**config.mk**
```make
export PLATFORM = sky130hd
export DESIGN_NAME = rv_muldiv_unit
export DESIGN_NICKNAME = d
export VERILOG_FILES = /design/src/rtl/rv_muldiv_unit.sv
export SDC_FILE = /design/constraint.sdc
export NUM_CORES = 2
export LEC_CHECK = 0
export BUFFER_PORTS_ARGS = -buffer_cell sky130_fd_sc_hd__buf_4
export CAP_MARGIN = 0
export CORE_UTILIZATION = 60
export CTS_BUF_LIST = sky130_fd_sc_hd__clkbuf_2 sky130_fd_sc_hd__clkbuf_4 sky130_fd_sc_hd__clkbuf_8
export DETAILED_ROUTE_END_ITERATION = 6
export PLACE_DENSITY = 0.78
export SLEW_MARGIN = 10
export SYNTH_ARGS = -nofsm -noshare
export SYNTH_HDL_FRONTEND = slang
export SYNTH_SLANG_ARGS = --single-unit
```
**constraint.sdc**
```tcl
create_clock -name clk -period 19.2 [get_ports clk]
set_input_delay 4.8 -clock clk [delete_from_list [all_inputs] [get_ports clk]]
set_output_delay 4.8 -clock clk [all_outputs]
set_load 0.05 [all_outputs]
```
**src/rtl/rv_muldiv_unit.sv**
```systemverilog
// RV32M/RV64M multi-cycle multiply/divide unit beside the execute-stage ALU.
// Ports: clk, rst_n (sync, active-low), flush; in_valid/in_ready/in_op/in_rs1/
// in_rs2/in_tag request; out_valid/out_ready/out_result/out_tag response; busy.
module rv_muldiv_unit #(
    parameter int XLEN       = 32,
    parameter int MUL_STAGES = 2,
    parameter int TAG_W      = 5
) (
    input  logic             clk,
    input  logic             rst_n,
    input  logic             flush,
    input  logic             in_valid,
    output logic             in_ready,
    input  logic [2:0]       in_op,
    input  logic [XLEN-1:0]  in_rs1,
    input  logic [XLEN-1:0]  in_rs2,
    input  logic [TAG_W-1:0] in_tag,
    output logic             out_valid,
    input  logic             out_ready,
    output logic [XLEN-1:0]  out_result,
    output logic [TAG_W-1:0] out_tag,
    output logic             busy
);
    localparam int CW = $clog2(XLEN) + 1;

    typedef enum logic [1:0] {IDLE, MUL, DIV, DONE} state_t;

    state_t           state;
    logic [CW-1:0]    cnt;
    logic [1:0]       op_q;
    logic [TAG_W-1:0] tag_q;
    logic [XLEN-1:0]  a_q, b_q;
    logic [XLEN-1:0]  quo, rem, dvs;
    logic             neg_q, neg_r;

    logic accept;
    assign in_ready = (state == IDLE) | ((state == DONE) & out_ready);
    assign accept   = in_valid & in_ready & ~flush;

    // Multiply: extend each operand to 2*XLEN per its signedness; the low
    // 2*XLEN bits of that product are the exact full-precision result.
    logic [2*XLEN-1:0] ma, mb, prod;
    logic [XLEN-1:0]   mul_res;
    always_comb begin
        ma      = {{XLEN{a_q[XLEN-1] & (op_q != 2'd3)}}, a_q};
        mb      = {{XLEN{b_q[XLEN-1] & ~op_q[1]}}, b_q};
        prod    = ma * mb;
        mul_res = (op_q == 2'd0) ? prod[XLEN-1:0] : prod[2*XLEN-1:XLEN];
    end

    // Restoring step: shift the next dividend bit into the partial remainder.
    logic [XLEN:0]   rem_sh, diff;
    logic [XLEN-1:0] q_fix, r_fix;
    always_comb begin
        rem_sh = {rem, quo[XLEN-1]};
        diff   = rem_sh - {1'b0, dvs};
        q_fix  = neg_q ? -quo : quo;
        r_fix  = neg_r ? -rem : rem;
    end

    // Request-side decode: operand magnitudes and the no-iteration cases.
    logic            s1, s2, div0, ovf, spec_hit;
    logic [XLEN-1:0] abs1, abs2, spec_res;
    always_comb begin
        s1       = ~in_op[0] & in_rs1[XLEN-1];
        s2       = ~in_op[0] & in_rs2[XLEN-1];
        abs1     = s1 ? -in_rs1 : in_rs1;
        abs2     = s2 ? -in_rs2 : in_rs2;
        div0     = (in_rs2 == '0);
        ovf      = ~in_op[0] & (in_rs1 == {1'b1, {(XLEN-1){1'b0}}})
                   & (in_rs2 == '1);
        spec_hit = div0 | ovf;
        spec_res = '0;
        if (div0)
            spec_res = in_op[1] ? in_rs1 : '1;
        else if (ovf)
            spec_res = in_op[1] ? '0 : in_rs1;
    end

    always_ff @(posedge clk) begin
        if (!rst_n) begin
            state      <= IDLE;
            cnt        <= '0;
            op_q       <= '0;
            tag_q      <= '0;
            a_q        <= '0;
            b_q        <= '0;
            quo        <= '0;
            rem        <= '0;
            dvs        <= '0;
            neg_q      <= 1'b0;
            neg_r      <= 1'b0;
            out_valid  <= 1'b0;
            out_result <= '0;
            out_tag    <= '0;
            busy       <= 1'b0;
        end else if (flush) begin
            state     <= IDLE;
            cnt       <= '0;
            out_valid <= 1'b0;
            busy      <= 1'b0;
        end else if (accept) begin
            op_q  <= in_op[1:0];
            tag_q <= in_tag;
            cnt   <= '0;
            busy  <= 1'b1;
            if (!in_op[2]) begin
                state     <= MUL;
                a_q       <= in_rs1;
                b_q       <= in_rs2;
                out_valid <= 1'b0;
            end else if (spec_hit) begin
                state      <= DONE;
                out_valid  <= 1'b1;
                out_result <= spec_res;
                out_tag    <= in_tag;
            end else begin
                state     <= DIV;
                quo       <= abs1;
                rem       <= '0;
                dvs       <= abs2;
                neg_q     <= s1 ^ s2;
                neg_r     <= s1;
                out_valid <= 1'b0;
            end
        end else begin
            unique case (state)
                MUL: begin
                    cnt <= cnt + CW'(1);
                    if (cnt == CW'(MUL_STAGES - 1)) begin
                        state      <= DONE;
                        out_valid  <= 1'b1;
                        out_result <= mul_res;
                        out_tag    <= tag_q;
                    end
                end
                DIV: begin
                    if (cnt == CW'(XLEN)) begin
                        state      <= DONE;
                        out_valid  <= 1'b1;
                        out_result <= op_q[1] ? r_fix : q_fix;
                        out_tag    <= tag_q;
                    end else begin
                        cnt <= cnt + CW'(1);
                        if (!diff[XLEN]) begin
                            rem <= diff[XLEN-1:0];
                            quo <= {quo[XLEN-2:0], 1'b1};
                        end else begin
                            rem <= rem_sh[XLEN-1:0];
                            quo <= {quo[XLEN-2:0], 1'b0};
                        end
                    end
                end
                DONE: begin
                    if (out_ready) begin
                        state     <= IDLE;
                        out_valid <= 1'b0;
                        busy      <= 1'b0;
                    end
                end
                default: ;
            endcase
        end
    end
endmodule

```
==> parameters.txt <==
Parameter                              Value

Status
  Status    complete, no violations

Floorplan
  Row count    107
  Ports    117
  Starting utilization of the core area    0.608
  Area enclosed by the die boundary    87800 µm²
  Horizontal die dimension    296 µm
  Vertical extent of the die    between 200 and 300 µm
  Core area    85500 µm²

GRT
  Total gr overflow    0
  Vias in the first global route    about 44000
  Total global routing track utilization    0.341
  Wire length of the first global-routing pass    around 230000 µm
  Maximum number of pins on one net before global-route repair    a little over 90
  Initial antenna violation count    0

CTS
  Insertion delay to the later sink of the worst-skew pair    0.60 ns
  Total number of clock tree sinks    216
  Inserted Clock Buffers    40
  Number of levels the H-tree was split into    2
  Clock Tree Buf Depth    3
  Total setup buffers inserted after CTS    0
  Hold bufs inserted after CTS    0
  Clock tree from TritonCTS    yes
  Clock-pin slew on the worst setup and hold paths    ~0.060 ns
  Quantity of gates resized following cts    0
  CTS Root Buffer Type    sky130_fd_sc_hd__clkbuf_8

Drt
  Router iterations before antenna repair    6
  Routed via count divided by cell count    a little under 6
  Count of nets left with antenna violations after detail routing    0
  WL per Instance    between 20 and 25 µm
  Remaining DRCs    0
  First-iteration detailed-routing DRC count    3502
  DR vias    roughly 42000
  Total Routed Length    143000 µm

Synth
  Total number of yosys warnings    0
  Number of enable-type register cells in the synthesized netlist    0
  Post-Synthesis Mean Instance Area    ~8.6 µm²
  Cell area after synthesis    between 50000 and 60000 µm²
  Sequential-to-total area share from yosys stat    0.0832
  Flip-flop and latch count after synthesis    216
  Synth Flop Type    sky130_fd_sc_hd__dfxtp_1
  Post-Synthesis Net Count    7511
  Async S/R FF share, synth    0
  Unique cell type count in the Yosys netlist    91
  Cell count after synthesis    between 6000 and 7000

Placed design
  RD Place Congestion    0.977
  Instance count after placement with tap cells included    between 7000 and 8000
  Post-DP HPWL    114000 µm
  Number of input and output port buffers inserted    116

Flow run
  Number of violations of the max-capacitance limit    0

Timing
  Number of failing hold endpoints at the final stage    0
  Count of final max-slew check failures    0
  Slew of the pin with the lowest slew margin    1.11 ns
  Worst-case clock skew    0.0334 ns
  Headroom to the max-slew limit    0.255
  RSZ-0062 raised after global routing    no
  Max Freq    99.3 MHz
  Final critical-path share of the clock period    0.524
  Setup Total Neg Slack    0 ns
  Crit path time final    between 10 and 15 ns
  Final-report setup violation count    0

Cells and area
  Post-layout instance count excluding filler cells    7084
  Final layout net count    7368
  Commonest non-fill, non-tap cell in the layout    sky130_fd_sc_hd__inv_1
  Core occupancy in the finished layout    0.635
  P&R area growth vs syn    4.55%
  Commonest non-fill, non-tap cells in the layout    1153 x sky130_fd_sc_hd__inv_1, 1126 x sky130_fd_sc_hd__fa_1, 988 x sky130_fd_sc_hd__nand2_1
  Antenna Cells    0
  Proportion of layout cells with a drive suffix above 1    0.0564

Power and ir drop
  Leakage    25.8 nW
  Cell area power density    about 28 nW/µm²
  Maximum vdd ir drop    0.0000722 V

Worst setup path
  Endpoint arrival time on the critical path    5.27 ns
  Critical path type    input port to output pin
  Required time of the worst setup path    14.40 ns
  Worst Path Max Fanout    3
  Internal reg-to-reg setup slack    roughly 9.6 ns
  Kind of launch point of the worst setup path    input port
  Endpoint kind of the worst setup timing path    output pin

Hold path
  Kind of path behind the tightest hold check    register to register
[flip-flops by register name, summed over array words and instances, names as in the netlist]
| name | count |
|---|---|
| dvs | 32 |
| neg_q | 1 |
| quo | 32 |
| out_tag | 5 |
| tag_q | 5 |
| b_q | 32 |
| cnt | 6 |
| out_valid | 1 |
| busy | 1 |
| a_q | 32 |
| neg_r | 1 |
| rem | 32 |
| out_result | 32 |
| op_q | 2 |
| state | 2 |
[where the power goes]
part / switching [mW] / total, mW / internal, mW
logic: 0.333 / 0.499 / 0.166
registers: 0.0208 / 0.485 / 0.464
clock network: 0.222 / 0.515 / 0.293
total: 0.577 / 1.50 / 0.922
[critical path, stage by stage]
cell and delay (ns):
sky130_fd_sc_hd__buf_4 0.11, sky130_fd_sc_hd__nand2_1 0.09, sky130_fd_sc_hd__nand2b_1 0.08, sky130_fd_sc_hd__buf_4 0.19
[worst paths after layout]
kind | depth (start not counted) | from | to
hold reg to reg | 2 | a_q[8] | a_q[8]
setup / recovery | 4 | out_ready | in_ready
setup reg to reg | 29 | op_q[1] | out_result[29]
hold / removal | 2 | a_q[8] | a_q[8]
[Yosys cell counts (80+ instances only)]
master / n / area share
sky130_fd_sc_hd__o21ai_0: 129 / 0.012
sky130_fd_sc_hd__xor2_1: 91 / 0.015
sky130_fd_sc_hd__dfxtp_1: 216 / 0.083
sky130_fd_sc_hd__nor2_1: 237 / 0.017
sky130_fd_sc_hd__xnor2_1: 128 / 0.022
sky130_fd_sc_hd__a211oi_1: 80 / 0.012
sky130_fd_sc_hd__clkbuf_1: 344 / 0.025
sky130_fd_sc_hd__a21oi_1: 256 / 0.025
sky130_fd_sc_hd__ha_1: 256 / 0.062
sky130_fd_sc_hd__nand2_1: 988 / 0.071
sky130_fd_sc_hd__fa_1: 1126 / 0.43
sky130_fd_sc_hd__inv_1: 1154 / 0.083
sky130_fd_sc_hd__and2_1: 370 / 0.045
[per-stage QoR]
step / total power [mW] / hold slack [ns] / setup slack (ns) / instance area (µm²)
floorplan: 0.816 / 0.432 / 9.15 / 52000
global placement: 0.973 / 0.442 / 9.14 / 53400
detailed placement: 0.982 / 0.448 / 9.12 / 53400
CTS: 1.49 / 0.456 / 9.12 / 54300
global route: 1.56 / 0.472 / 9.02 / 54300
finish: 1.50 / 0.454 / 9.13 / 54300
[cell type report]
type,count,area [µm²]
Inverter,1154,4330
Sequential cell,216,4330
Timing Repair Buffer,194,1460
Clock inverter,10,116
Fill cell,7037,31200
Multi-Input combinational cell,4303,41900
Clock buffer,63,798
Tap cell,1144,1430
[kinds of logic after synthesis]
family,Yosys count,share of synthesized area
muxes,15,0.00289
DFF,216,0.0832
adders and majority gates,1382,0.495
xor gates and xnor gates,219,0.0369
buffers and inverters,1533,0.112
and+or+nand+nor,1870,0.168
AOI/OAI and AO/OA,817,0.102
[per-layer routing]
layer | GRT usage | vias to the layer above | wire [µm]
met3 | 0.0535 | 457 | 11400
met1 | 0.435 | 21040 | 54700
met5 | 0 | - | 0
met2 | 0.573 | 1968 | 69600
li1 | - | 18243 | -
met4 | 0.151 | 0 | 6990
Note: power is estimated with default switching activity, not from simulation.
